[config.mk]
export PLATFORM = sky130hd
export DESIGN_NAME = div_seq
export DESIGN_NICKNAME = d
export VERILOG_FILES = /design/src/rtl/div_seq.sv
export SDC_FILE = /design/constraint.sdc
export NUM_CORES = 1
export LEC_CHECK = 0
export ABC_AREA = 0
export CAP_MARGIN = 10
export CORE_UTILIZATION = 30
export CTS_CLUSTER_DIAMETER = 150
export DETAILED_ROUTE_END_ITERATION = 16
export DONT_BUFFER_PORTS = 1
export HOLD_SLACK_MARGIN = 0.1
export MAX_ROUTING_LAYER = met4
export PLACE_DENSITY = 0.51
export SETUP_SLACK_MARGIN = 0.5
export SLEW_MARGIN = 25
export SYNTH_ARGS = -nofsm -noshare
export SYNTH_HDL_FRONTEND = slang
export SYNTH_SLANG_ARGS = --single-unit
[constraint.sdc]
create_clock -name clk -period 9.7 [get_ports clk]
set_input_delay 2.91 -clock clk [delete_from_list [all_inputs] [get_ports clk]]
set_output_delay 2.91 -clock clk [all_outputs]
set_load 0.01 [all_outputs]
[src/rtl/div_seq.sv]
// rtl/div_seq.sv - sequential signed 16/8 restoring divider with a one-entry pending request buffer
module div_seq (
    input  logic        clk,
    input  logic        rst_n,
    input  logic        div_vld,
    input  logic [15:0] in0_data,
    input  logic [7:0]  in1_data,
    output logic        div_busy,
    output logic        div_full,
    output logic        out_vld,
    output logic [15:0] out_quot,
    output logic [7:0]  out_rem,
    output logic        out_div0
);

    typedef enum logic [1:0] {IDLE, CALC, DONE} state_t;

    state_t      state;
    logic [3:0]  cnt;
    logic [15:0] buf_a;
    logic [7:0]  buf_b;
    logic [15:0] q_r;
    logic [7:0]  rem_r;
    logic [7:0]  b_mag;
    logic        neg_q;
    logic        neg_r;

    logic        ld_en;
    logic        buf_wr;
    logic [15:0] ld_a;
    logic [7:0]  ld_b;
    logic [15:0] ld_a_mag;
    logic [7:0]  ld_b_mag;
    logic        ld_div0;

    logic [8:0]  shifted;
    logic        fits;
    logic [7:0]  diff;
    logic [7:0]  rem_next;
    logic [15:0] q_next;

    // Engine load source: direct input in IDLE; in DONE the buffer has priority,
    // and a new request arriving alongside it takes the buffer slot instead.
    always_comb begin
        ld_en  = 1'b0;
        buf_wr = 1'b0;
        ld_a   = in0_data;
        ld_b   = in1_data;
        case (state)
            IDLE: ld_en = div_vld;
            CALC: buf_wr = div_vld & ~div_full;
            DONE: begin
                ld_en = div_full | div_vld;
                if (div_full) begin
                    ld_a   = buf_a;
                    ld_b   = buf_b;
                    buf_wr = div_vld;
                end
            end
            default: ;
        endcase
    end

    // Magnitudes fit unsigned in the native widths, including -32768 and -128.
    assign ld_a_mag = ld_a[15] ? (16'd0 - ld_a) : ld_a;
    assign ld_b_mag = ld_b[7]  ? (8'd0 - ld_b)  : ld_b;
    assign ld_div0  = (ld_b == 8'd0);

    // Partial remainder stays below the divisor magnitude (<= 128), so the
    // low byte of the trial difference is exact whenever the trial fits.
    assign shifted  = {rem_r, q_r[15]};
    assign fits     = (shifted >= {1'b0, b_mag});
    assign diff     = shifted[7:0] - b_mag;
    assign rem_next = fits ? diff : shifted[7:0];
    assign q_next   = {q_r[14:0], fits};

    assign div_busy = (state != IDLE) | div_full;

    always_ff @(posedge clk or negedge rst_n) begin
        if (!rst_n) begin
            state    <= IDLE;
            cnt      <= 4'd0;
            buf_a    <= 16'd0;
            buf_b    <= 8'd0;
            div_full <= 1'b0;
            q_r      <= 16'd0;
            rem_r    <= 8'd0;
            b_mag    <= 8'd0;
            neg_q    <= 1'b0;
            neg_r    <= 1'b0;
            out_vld  <= 1'b0;
            out_quot <= 16'd0;
            out_rem  <= 8'd0;
            out_div0 <= 1'b0;
        end else begin
            out_vld <= 1'b0;
            if (buf_wr) begin
                buf_a    <= in0_data;
                buf_b    <= in1_data;
                div_full <= 1'b1;
            end else if (state == DONE) begin
                div_full <= 1'b0;
            end

            if (ld_en) begin
                q_r   <= ld_a_mag;
                rem_r <= 8'd0;
                b_mag <= ld_b_mag;
                neg_q <= ld_a[15] ^ ld_b[7];
                neg_r <= ld_a[15];
                cnt   <= 4'd0;
                if (ld_div0) begin
                    state    <= DONE;
                    out_vld  <= 1'b1;
                    out_quot <= 16'd0;
                    out_rem  <= ld_a[7:0];
                    out_div0 <= 1'b1;
                end else begin
                    state <= CALC;
                end
            end else begin
                case (state)
                    CALC: begin
                        q_r   <= q_next;
                        rem_r <= rem_next;
                        cnt   <= cnt + 4'd1;
                        if (cnt == 4'd15) begin
                            state    <= DONE;
                            out_vld  <= 1'b1;
                            out_quot <= neg_q ? (16'd0 - q_next) : q_next;
                            out_rem  <= neg_r ? (8'd0 - rem_next) : rem_next;
                            out_div0 <= 1'b0;
                        end
                    end
                    DONE:    state <= IDLE;
                    default: state <= IDLE;
                endcase
            end
        end
    end

endmodule
==> impl_table.tex <==
\begin{tabular}{lr}
\hline
Metric & Value \\
\hline
\multicolumn{2}{l}{\textbf{Status}} \\
Result of the run & finished clean \\
\multicolumn{2}{l}{\textbf{Setup path}} \\
Worst-path cell with the longest stage delay & sky130\_fd\_sc\_hd\_\_or4\_4 \\
Total buffers and inverters traversed by the critical path & 1 \\
FF-to-FF setup slack & 5.71 ns \\
Worst stage delay on the critical path & 0.59 ns \\
CP Launch Point & in1\_data[1] \\
Kind of launch point of the worst setup path & input pin \\
RR Endpoint & out\_rem[6] \\
Path type of the worst setup path & input pin to flip-flop \\
Depth of the worst register-to-register path & 11 \\
Top delay family on crit path & simple AND/OR/NAND/NOR gates \\
Crit path max fanout & 12 \\
Required time reported for the critical path endpoint & 9.91 ns \\
Cell count along the critical path & 8 \\
Critical register-to-register path startpoint & state[0] \\
Crit-path cells & mux2i\_1 -> ha\_1 -> inv\_1 -> or4\_4 -> nor2\_4 -> nor2\_2 -> nor3\_1 -> a211oi\_1 \\
Data arrival time of the critical path & 4.93 ns \\
End point of the critical path & out\_rem[6] \\
Critical path capture point type & flip-flop \\
\multicolumn{2}{l}{\textbf{Timing}} \\
Final-report max-slew violation count & 0 \\
Final worst clock skew & 0.00712 ns \\
Final Hold Fails & 0 \\
RSZ-0062 raised after global routing & false \\
Final-layout worst hold slack & 0.486 ns \\
Post-route clock period utilization & 0.487 \\
Number of setup violations in the final report & 0 \\
Setup slack of the critical path after layout & 4.98 ns \\
Sum Neg Setup Slack & 0 ns \\
Max Fclk & 212 MHz \\
Min Clock Period, post-route & 4.72 ns \\
Worst rel slew slack & 0.352 \\
Worst Tran Pin Value & 0.971 ns \\
\multicolumn{2}{l}{\textbf{Yosys}} \\
Portion of netlist area occupied by mux cells & 0.136 \\
Syn\_nets & 621 \\
Adder-cell share of the synthesized area & 0.0402 \\
Post-synthesis sequential element count & 91 \\
Portion of the post-synthesis area used by sequential elements & 0.416 \\
Number of cells produced by synthesis & 577 \\
Synth Area in XOR/XNOR & 0.0736 \\
Post-synth ARST share & 1.00 \\
Most instantiated flip-flop cell in the synthesis netlist & sky130\_fd\_sc\_hd\_\_dfrtp\_1 \\
Yosys Warn Count & 0 \\
Share of the synthesized area in compound gates (AO/OA/AOI/OAI) & 0.157 \\
Number of distinct standard cells referenced by the synthesized netlist & 56 \\
Synthesized-area fraction occupied by and/or/nand/nor cells & 0.135 \\
Dominant combinational cell family by area after synthesis & compound AO/OA/AOI/OAI gates \\
Number of flops mapped to enable cells by yosys & 0 \\
Mean instance size in the synthesized netlist & 9.49 um2 \\
Cell area after synthesis & 5480 um2 \\
\multicolumn{2}{l}{\textbf{Floorplan}} \\
DIE WIDTH & 137 um \\
Core Area & 17900 um2 \\
Initial cell density of the core & 0.306 \\
Die footprint & 18800 um2 \\
Count of boundary I/O pins & 55 \\
DIE HEIGHT & 137 um \\
Site Rows & 49 \\
\multicolumn{2}{l}{\textbf{GRT}} \\
Number of antenna violations at the first check in global routing & 0 \\
Wire length of the first global-routing pass & 21800 um \\
Aggregate global routing overflow & 0 \\
Pin count of the biggest net entering global routing & 92 \\
Via count of the first global-routing pass & 4120 \\
GRT Util Overall & 0.154 \\
\multicolumn{2}{l}{\textbf{Drt}} \\
Number of design rule violations left after detail routing & 0 \\
DR WL/cell & 16.5 um \\
Antenna-violating nets left & 0 \\
Overall routed net length & 13100 um \\
1st-pass router iterations & 4 \\
Iter 0 DRT Violations & 200 \\
Number of vias in the routed layout & 4038 \\
Vias per Instance & 5.09 \\
Met3 WL post-DR & 783 um \\
Highest metal layer used by the detailed router & met4 \\
Met1 layer wirelength in the final routing & 6390 um \\
Met2 layer wire length in the routed design & 5830 um \\
\multicolumn{2}{l}{\textbf{Power and ir drop}} \\
Total power density per cell area & 326 nW/um2 \\
Leakage power of the design & 2.47 nW \\
Worst IR Drop VDD & 0.116 mV \\
\multicolumn{2}{l}{\textbf{Clocking}} \\
Cell at the root of the clock tree & sky130\_fd\_sc\_hd\_\_clkbuf\_16 \\
Quantity of gates resized following cts & 0 \\
Clock edge transition at the registers on the reported setup and hold paths & 0.07 ns \\
TritonCTS Sinks & 91 \\
Clk buf depth & 2 \\
TritonCTS Buffers & 9 \\
Post-CTS repair timing setup buffer count & 0 \\
Insertion delay to the later sink of the worst-skew pair & 0.34 ns \\
Number of buffers inserted by hold repair at cts & 0 \\
CTS HTree Levels & 3 \\
Clock tree from TritonCTS & built \\
\multicolumn{2}{l}{\textbf{Cells and area}} \\
Number of nets in the layout & 604 \\
Number of cells in the finished layout apart from fillers & 794 \\
Final antenna diode count & 0 \\
Area Growth Syn to Fin & 8.30\% \\
Fraction of final layout cells with drive strength greater than 1 & 0.0920 \\
Filler Cell Count & 1880 \\
Most common cell after layout, fill and taps aside & sky130\_fd\_sc\_hd\_\_dfrtp\_1 \\
Cell area after layout & 5930 um2 \\
Top library cells by usage in the layout, fill and taps aside & sky130\_fd\_sc\_hd\_\_dfrtp\_1, sky130\_fd\_sc\_hd\_\_nand2\_1, sky130\_fd\_sc\_hd\_\_o21ai\_0 \\
\multicolumn{2}{l}{\textbf{Place}} \\
Post-Place Setup Slack & 4.65 ns \\
Routability-driven placement congestion ratio & 0.848 \\
Total of buffers placed on input and output ports & 0 \\
Post-DP HPWL & 9850 um \\
Number of cells after detailed placement & 778 \\
Area after detailed placement & 5630 um2 \\
\multicolumn{2}{l}{\textbf{Min path}} \\
Class of the worst hold path & flip-flop to flip-flop \\
\multicolumn{2}{l}{\textbf{Flow run}} \\
Max-Cap Viols & 0 \\
\hline
\end{tabular}
synthesized netlist by cell type, types with 8 or more instances:
cell type                  number  share of area
sky130_fd_sc_hd__mux2_2        25          0.051
sky130_fd_sc_hd__o21ai_0       56          0.051
sky130_fd_sc_hd__nor2_1        31          0.021
sky130_fd_sc_hd__xnor2_1       21          0.034
sky130_fd_sc_hd__nand3_1       10         0.0091
sky130_fd_sc_hd__ha_1          16          0.037
sky130_fd_sc_hd__nor3_1         8         0.0073
sky130_fd_sc_hd__inv_1         20          0.014
sky130_fd_sc_hd__o22ai_1       11          0.013
sky130_fd_sc_hd__a21oi_1       21          0.019
sky130_fd_sc_hd__clkbuf_1      14         0.0096
sky130_fd_sc_hd__a211oi_1      14          0.019
sky130_fd_sc_hd__mux2i_1       46          0.084
sky130_fd_sc_hd__nand2_1       73          0.050
sky130_fd_sc_hd__dfrtp_1       91           0.42
sky130_fd_sc_hd__xor2_1        25          0.040
power by group:
part	total, mW	internal, mW	leakage, nW	switching, mW
Combinational	0.830	0.375	1.23	0.456
Clock	0.361	0.202	0.147	0.159
Sequential	0.744	0.546	1.09	0.198
cell type report:
class	count	area (um2)	area share
Multi-Input combinational cell	434	2960	0.500
Sequential cell	91	2280	0.384
Tap cell	229	287	0.0483
Clock buffer	9	225	0.0380
Inverter	22	87.6	0.0148
Clock inverter	7	73.8	0.0124
Timing Repair Buffer	2	15.0	0.00253
cells by family (layout without fill, tap and decap cells):
group,after synthesis,in the layout
buffers and inverters,52,40
xor gates and xnor gates,46,46
and+or+nand+nor,160,160
AOI/OAI and AO/OA,140,140
adders and majority gates,17,17
muxes,71,71
DFF,91,91
worst register-to-register path: cells and delay by family, from the launching register on:
kind / cells / cell delay, ns
flip-flops: 1 / 0.40
multiplexers: 1 / 0.38
AO/OA/AOI/OAI: 1 / 0.09
AND/OR/NAND/NOR: 5 / 2.19
adder cells (fa/ha/maj): 2 / 0.65
buffers and inverters: 2 / 0.15
metrics by stage:
step	total power, mW	utilization
after floorplan	1.37	-
after global placement	1.56	0.315
after detailed placement	1.59	0.315
after CTS	1.96	0.331
after global routing	2.10	0.331
final	1.94	0.331
per-layer routing:
layer / vias to the layer above / GRT usage
li1: 2008 / -
met1: 1958 / 0.204
met2: 68 / 0.229
met3: 4 / 0.0400
met4: 0 / 0.0488
met5: - / -
sequential cells by signal, summed over array words and instances (netlist names):
signal / cells
b_mag: 8
div_full: 1
neg_r: 1
state: 2
buf_a: 16
cnt: 4
rem_r: 8
buf_b: 8
out_div0: 1
out_rem: 8
q_r: 16
out_quot: 16
neg_q: 1
out_vld: 1
worst min-delay path by stage:
stage | slack [ns] | cells past startpoint | start | endpoint
detailed placement | 0.47 | 2 | b_mag[4] | b_mag[4]
CTS | 0.49 | 2 | b_mag[4] | b_mag[4]
global route | 0.53 | 2 | b_mag[0] | b_mag[0]
floorplan | 0.45 | 2 | b_mag[3] | b_mag[3]
finish | 0.49 | 2 | b_mag[4] | b_mag[4]
global placement | 0.47 | 2 | b_mag[4] | b_mag[4]
Power figures use the tool's default switching activity.
